`config.mk`:
```
export PLATFORM = sky130hd
export DESIGN_NAME = actuator_timer_bank
export DESIGN_NICKNAME = d
export VERILOG_FILES = /design/src/rtl/actuator_timer_bank.sv
export SDC_FILE = /design/constraint.sdc
export NUM_CORES = 1
export LEC_CHECK = 0
export BUFFER_PORTS_ARGS = -buffer_cell sky130_fd_sc_hd__buf_2
export CORE_UTILIZATION = 35
export DETAILED_ROUTE_END_ITERATION = 8
export MAX_ROUTING_LAYER = met4
export PLACE_DENSITY = 0.54
export SETUP_SLACK_MARGIN = 0.15
export SLEW_MARGIN = 20
export SYNTH_ARGS = -nofsm -noshare
export SYNTH_HDL_FRONTEND = slang
export SYNTH_SLANG_ARGS = --single-unit
```
`constraint.sdc`:
```
create_clock -name clk -period 3.1 [get_ports clk]
set_clock_uncertainty 0.05 [all_clocks]
set_input_delay 0.155 -clock clk [delete_from_list [all_inputs] [get_ports clk]]
set_output_delay 0.155 -clock clk [all_outputs]
set_load 0.01 [all_outputs]
```
`src/rtl/actuator_timer_bank.sv`:
```
// Memory-mapped bank of NCH actuator countdown timers with one-shot/periodic
// modes, sticky W1C completion flags and a maskable interrupt.
module actuator_timer_bank #(
  parameter int          NCH       = 2,
  parameter int          CNT_W     = 16,
  parameter logic [31:0] BASE_ADDR = 32'h0000_2000
) (
  input  logic             clk,
  input  logic             reset,
  input  logic             we,
  input  logic [31:0]      addr,
  input  logic [31:0]      wdata,
  output logic [31:0]      rdata,
  output logic [NCH-1:0]   active,
  output logic             done_any,
  output logic             irq
);

  typedef enum logic {IDLE = 1'b0, RUN = 1'b1} state_t;

  logic             hit;
  logic [9:0]       word;
  logic             status_wr;
  logic             ien_wr;
  logic [NCH-1:0]   done_reg, done_next, done_set;
  logic [NCH-1:0]   ien_reg, ien_next;
  logic [CNT_W-1:0] dur_q [NCH];
  logic [CNT_W-1:0] cnt_q [NCH];
  logic             unused_bits;

  // Word index within the 4 KiB window; channel registers live below 0x100.
  assign hit         = (addr[31:12] == BASE_ADDR[31:12]);
  assign word        = addr[11:2];
  assign status_wr   = we && hit && (word == 10'h040);
  assign ien_wr      = we && hit && (word == 10'h041);
  assign unused_bits = ^{addr[1:0], wdata};

  genvar gi;
  generate
    for (gi = 0; gi < NCH; gi++) begin : g_ch
      logic             sel, ctrl_wr, dur_wr, start, stop, fin;
      state_t           state_reg, state_next;
      logic [CNT_W-1:0] cnt_reg, cnt_next, dur_reg, dur_next;
      logic             periodic_reg, periodic_next;

      assign sel     = hit && (word[9:6] == 4'd0) && (word[5:2] == 4'(gi));
      assign ctrl_wr = we && sel && (word[1:0] == 2'd0);
      assign dur_wr  = we && sel && (word[1:0] == 2'd1);
      assign start   = ctrl_wr && wdata[0];
      assign stop    = ctrl_wr && wdata[1];

      always_comb begin
        state_next    = state_reg;
        cnt_next      = cnt_reg;
        fin           = 1'b0;
        dur_next      = dur_wr ? wdata[CNT_W-1:0] : dur_reg;
        periodic_next = ctrl_wr ? wdata[2] : periodic_reg;
        case (state_reg)
          IDLE: begin
            if (start && !stop) begin
              if (dur_reg != '0) begin
                state_next = RUN;
                cnt_next   = dur_reg;
              end else begin
                fin = 1'b1;
              end
            end
          end
          RUN: begin
            // Bus commands take priority over a completion on the same edge.
            if (stop) begin
              state_next = IDLE;
              cnt_next   = '0;
            end else if (start) begin
              cnt_next = dur_reg;
            end else if (cnt_reg < CNT_W'(2)) begin
              fin = 1'b1;
              if (periodic_reg && (dur_reg != '0)) begin
                cnt_next = dur_reg;
              end else begin
                state_next = IDLE;
                cnt_next   = '0;
              end
            end else begin
              cnt_next = cnt_reg - CNT_W'(1);
            end
          end
        endcase
      end

      always_ff @(posedge clk) begin
        if (!reset) begin
          state_reg    <= IDLE;
          cnt_reg      <= '0;
          dur_reg      <= '0;
          periodic_reg <= 1'b0;
        end else begin
          state_reg    <= state_next;
          cnt_reg      <= cnt_next;
          dur_reg      <= dur_next;
          periodic_reg <= periodic_next;
        end
      end

      assign active[gi]   = (state_reg == RUN);
      assign done_set[gi] = fin;
      assign dur_q[gi]    = dur_reg;
      assign cnt_q[gi]    = cnt_reg;
    end
  endgenerate

  // Hardware completion wins over a software clear on the same edge.
  always_comb begin
    done_next = done_reg;
    if (status_wr) begin
      done_next = done_reg & ~wdata[NCH-1:0];
    end
    done_next = done_next | done_set;
    ien_next  = ien_wr ? wdata[NCH-1:0] : ien_reg;
  end

  always_ff @(posedge clk) begin
    if (!reset) begin
      done_reg <= '0;
      ien_reg  <= '0;
    end else begin
      done_reg <= done_next;
      ien_reg  <= ien_next;
    end
  end

  always_comb begin
    rdata = '0;
    if (hit) begin
      if (word == 10'h040) begin
        rdata[NCH-1:0] = done_reg;
      end else if (word == 10'h041) begin
        rdata[NCH-1:0] = ien_reg;
      end else if (word[9:6] == 4'd0) begin
        for (int i = 0; i < NCH; i++) begin
          if (word[5:2] == 4'(i)) begin
            if (word[1:0] == 2'd1) rdata[CNT_W-1:0] = dur_q[i];
            else if (word[1:0] == 2'd2) rdata[CNT_W-1:0] = cnt_q[i];
          end
        end
      end
    end
  end

  assign done_any = |done_reg;
  assign irq      = |(done_reg & ien_reg);

endmodule

```
; Yosys cells after proc, flatten, opt, wreduce, memory -nomap -nowiden
; Cells that the tools add are included.
[op_classes]
eq_ne = 10
mux = 53
n_bitwise = 6
n_reduce_logical = 31
n_lt_le_gt_ge = 2
add_sub_neg = 2
[ops]
columns = cell, count
row1 = 16-bit 2-to-1 mux, 20
row2 = 16-bit case mux with 2 select lines, 2
row3 = "16-bit by 2-bit less-than comparator with 1-bit output, second input constant", 2
row4 = 16-bit nonzero test, 2
row5 = "16-bit by 1-bit subtractor with 16-bit output, second input constant", 2
row6 = 14-bit 2-to-1 mux, 2
row7 = 1-bit 2-to-1 mux, 22
row8 = "10-bit by 7-bit == test with 1-bit output, second input constant", 2
row9 = "20-bit by 2-bit == test with 1-bit output, second input constant", 1
row10 = 1-bit logical AND, 20
row11 = 4-bit zero test, 2
row12 = "2-bit inequality test, second input constant", 4
row13 = 1-bit case mux with 2 select lines, 4
row14 = 2-bit 2-to-1 mux, 3
row15 = 2-bit AND, 2
row16 = "4-bit by 1-bit == test with 1-bit output, second input constant", 1
row17 = 2-bit AND reduction, 2
row18 = 2-bit OR reduction, 2
row19 = "2-bit by 1-bit == test with 1-bit output, second input constant", 1
row20 = "2-bit == test, second input constant", 1
row21 = 1-bit zero test, 2
row22 = 2-bit zero test, 1
row23 = 1-bit NOT, 2
row24 = 2-bit NOT, 1
row25 = 2-bit OR, 1
[totals]
regBits = 72
wordCells = 114

; Depth between registers and ports, before layout
[depth]
word_depth = 11
depth_mapped = 8
depth_no_buf = 8

; Worst setup path before layout
; No wires, ideal clock.
[synth_timing]
kind = input to register
startpoint = in addr[4]
endpoint = reg g_ch[0].cnt_reg[2]
n_path_buf = 2
setup_ps = 120
setup_slack_ps = 1086
stages = 8
arrival_ps = 1844
path_cell_list = or4_4 -> buf_6 -> nor2_4 -> a41oi_4 -> and2_1 -> buf_6 -> o21a_1 -> a211o_1
[synth_between]
elab_chain_cells = 9
[synth_lines]
columns = item, line
row1 = "start, declared", 11  ; input logic [31:0] addr,
row2 = 4-bit zero test *, 46  ; assign sel = hit && (word[9:6] == 4'd0) && (word[5:2] == 4'(gi));
row3 = 1-bit logical AND *, 46
row4 = 1-bit logical AND * (2 in series), 47  ; assign ctrl_wr = we && sel && (word[1:0] == 2'd0);
row5 = 1-bit logical AND, 50  ; assign stop = ctrl_wr && wdata[1];
row6 = 1-bit zero test, 60  ; if (start && !stop) begin
row7 = 1-bit logical AND, 60
row8 = 2-bit inequality test (no line), -
row9 = 2-bit AND reduction (no line), -
row10 = "end signal, assigned", 99  ; cnt_reg <= cnt_next;
row11 = "end, declared", 43  ; logic [CNT_W-1:0] cnt_reg, cnt_next, dur_reg, dur_next;
; Mark *: on every way between the ends. The rest lies on a longest branch, timed or not.
; A chain may end at the register's enable or synchronous reset.

; Final worst setup path
[layout_timing]
startpoint = reg g_ch[0].dur_reg[8]
endpoint = reg g_ch[0].cnt_reg[7]
[layout_between]
elab_chain_cells = 7
[layout_lines]
columns = item, line
row1 = "start, declared", 43
row2 = "start signal, assigned", 100  ; dur_reg <= dur_next;
row3 = 16-bit nonzero test *, "61, 78"
row4 = 1-bit logical AND, 78  ; if (periodic_reg && (dur_reg != '0)) begin
row5 = 16-bit 2-to-1 mux, 78
row6 = 16-bit 2-to-1 mux, 76  ; end else if (cnt_reg < CNT_W'(2)) begin
row7 = 16-bit 2-to-1 mux, 74  ; end else if (start) begin
row8 = 16-bit 2-to-1 mux, 71  ; if (stop) begin
row9 = 16-bit case mux with 2 select lines, 58  ; case (state_reg)
; Marks and branches as above.

==> out/results.txt <==
Post-DRT Antenna Nets -> 0
Part of the cycle the worst path needs -> 0.840
Worst Path Required -> 3.34 ns
Vert. Die Dim -> 118 um
Routed wl met2 -> 6790 um
TritonCTS Buffers -> 9
Core area -> 0.0132 sq mm
Number of hold buffers added after CTS -> 0
First-pass GRT wire length -> 25100 um
Max layer used -> met4
Max incr delay on CP -> 0.52 ns
Initial antenna violation count -> 0
Origin of the worst setup path -> g_ch[0].dur_reg[8]
Pin count of the biggest net entering global routing -> 32
CP endpoint kind -> flop
GPL Wtd Cong -> 0.923
Pins Over Slew Limit -> 0
Filler cells -> 1407
Final setup vio count -> 0
Post-CTS setup buffers -> 0
CTS tree -> yes
Met3 routed WL -> 1130 um
Post-synthesis cell type count -> 73
Row Count -> 42
Synth area leaders -> dfxtp_1 30%, nand2_1 7.9%, a22oi_1 5.7%
Register area share after synthesis -> 0.304
Initial core utilization -> 0.358
Worst-Margin Slew -> 0.771 ns
Synth async-reset ratio -> 0
Iteration-0 DRC Markers -> 435
Min-delay src -> wdata[12]
Clk_lat worst skew -> 0.35 ns
Ys Warns -> 0
Most frequent cell after synthesis -> nand2_1
Number of flops mapped to enable cells by yosys -> 0
Die width -> 118 um
Mapped Cells -> 598
PwrDens -> 378 mW/mm^2
Reg clk slew, reported paths -> 0.05 ns
Worst hold slack -> 0.0203 ns
RSZ-0062 raised after global routing -> false
Layout Cells excl Fill -> 837
CTS resizes -> 0
Synth top area share -> 0.304
Min Clock Period, post-route -> 2.60 ns
I/O Pins -> 103
Top cells by count, synth -> 100 x nand2_1, 72 x dfxtp_1, 47 x a21oi_1
WP data arrival -> 2.84 ns
Pre-antenna DRT Iters -> 5
Synth area leader -> dfxtp_1
Area Growth Syn to Fin -> 14.8%
Syn Area/Cell -> 7.92 sq um
Drt drc -> 0
Fin. Hold Viols -> 0
Critical path's top delay family -> simple AND/OR/NAND/NOR gates
Max-cap violations -> 0
DP HPWL -> 12000 um
P_leak -> 2.11 nW
Inserted Diodes -> 0
Sink Count -> 72
F_max -> 384 MHz
Proportion of layout cells with a drive suffix above 1 -> 0.203
Crit path launch type -> flop
Root buffer cell -> clkbuf_16
Most used DFF post-synth -> dfxtp_1
Routed len/inst -> 19.0 um
Via Count -> 4954
Slew margin rel. -> 0.482
Final Net Count -> 725
Dpl cells -> 821
Vias per inst -> 5.92
DRT met1 WL -> 7450 um
Total gr overflow -> 0
Total track usage -> 0.241
Clock buffer depth -> 2
Yosys reg bits -> 72
CTS H-tree lvls -> 3
Full die area -> 0.0140 sq mm
Post-Route WL -> 15900 um
I/O Buffers -> 68
CP cell instances -> nor4_1, nand4_1, a41oi_4, and2_1, a22o_1, a21o_1
Vias in the first global route -> 4546
Status -> finished clean
Slowest stage cell, crit path -> a41oi_4
Total negative slack -> 0 ns
RR Startpoint -> g_ch[0].dur_reg[8]
Maximum vdd ir drop -> 0.270 mV
Worst path bufs/invs -> 0
Mapped Area -> 0.00473 sq mm
Worst Hold Class -> input port to flop
WS Path Type -> flop to flop
CP max FO -> 9
[final cells by class]
type                    instances  area (sq um)  share of cell area
clock buffers                  13           270              0.0497
repair buffers                 83           453              0.0833
multi-input cells             478          2990               0.550
flip-flops and latches         72          1440               0.265
clock inverters                 3          15.0             0.00276
well taps                     176           220              0.0405
inverters                      12          45.0             0.00829
[where the power goes]
part           leakage (nW)  internal (mW)  total, mW  switching (mW)
combinational          1.38         0.0397      0.130          0.0905
sequential            0.580          0.926      0.926  0.000000000337
clock                 0.145          0.603      0.997           0.394
[path summary, 6_finish.rpt]
check	end	slack (ns)	depth (start not counted)
max	g_ch[0].cnt_reg[7]	0.50	6
min	g_ch[0].dur_reg[12]	0.02	3
max reg2reg	g_ch[0].cnt_reg[7]	0.50	6
min reg2reg	g_ch[1].dur_reg[6]	0.44	2
[cells by family (layout without fill, tap and decap cells)]
logic type	count (synthesis)	after routing	share of synthesized area
AO/OA/AOI/OAI	185	185	0.274
XOR/XNOR	12	12	0.0222
adder cells (fa/ha/maj)	2	2	0.00528
buffers and inverters	63	111	0.0766
flip-flops	72	72	0.304
multiplexers	4	4	0.00846
other	1	16	0.000792
AND/OR/NAND/NOR	259	259	0.308
[cell usage in the layout, fill, tap and decap left out, drive strengths merged, types with 4 or more instances in the layout]
master	netlist	final
nor2	22	22
xnor2	7	7
o21ai	23	23
or3	5	5
nor4	26	26
o2bb2ai	10	10
a21oi	47	47
nor2b	7	7
inv	12	12
xor2	5	5
conb	1	16
or4	5	5
and3	4	4
or2	4	4
a22oi	37	37
nand2b	4	4
a21o	7	7
and2	18	18
dfxtp	72	72
nand3	19	19
a211oi	4	4
nand4	12	12
clkbuf	23	13
mux2i	4	4
nand2	100	100
o22ai	15	15
buf	28	83
nor3	20	20
a22o	10	10
[through the flow]
stage          setup WS [ns]  area, sq um  utilization  power, mW
2_1_floorplan           1.09         4790            -       1.02
3_3_place_gp           0.532         5150        0.389       1.07
3_5_place_dp           0.493         5150        0.389       1.07
4_1_cts                0.583         5440        0.411       2.07
5_1_grt                0.371         5440        0.411       2.13
6_report               0.496         5440        0.411       2.05
[routing by layer]
layer | GRT usage | vias up
met5 | - | -
li1 | - | 2329
met4 | 0.118 | 0
met2 | 0.343 | 237
met3 | 0.0391 | 30
met1 | 0.328 | 2358
[worst reg2reg max path: cells and delay by family, from the launching register on]
kind | cells | cell delay (ns)
AO/OA/AOI/OAI | 3 | 0.82
flip-flops | 1 | 0.34
AND/OR/NAND/NOR | 3 | 1.35
No activity file was read; power rests on OpenSTA's default activity.
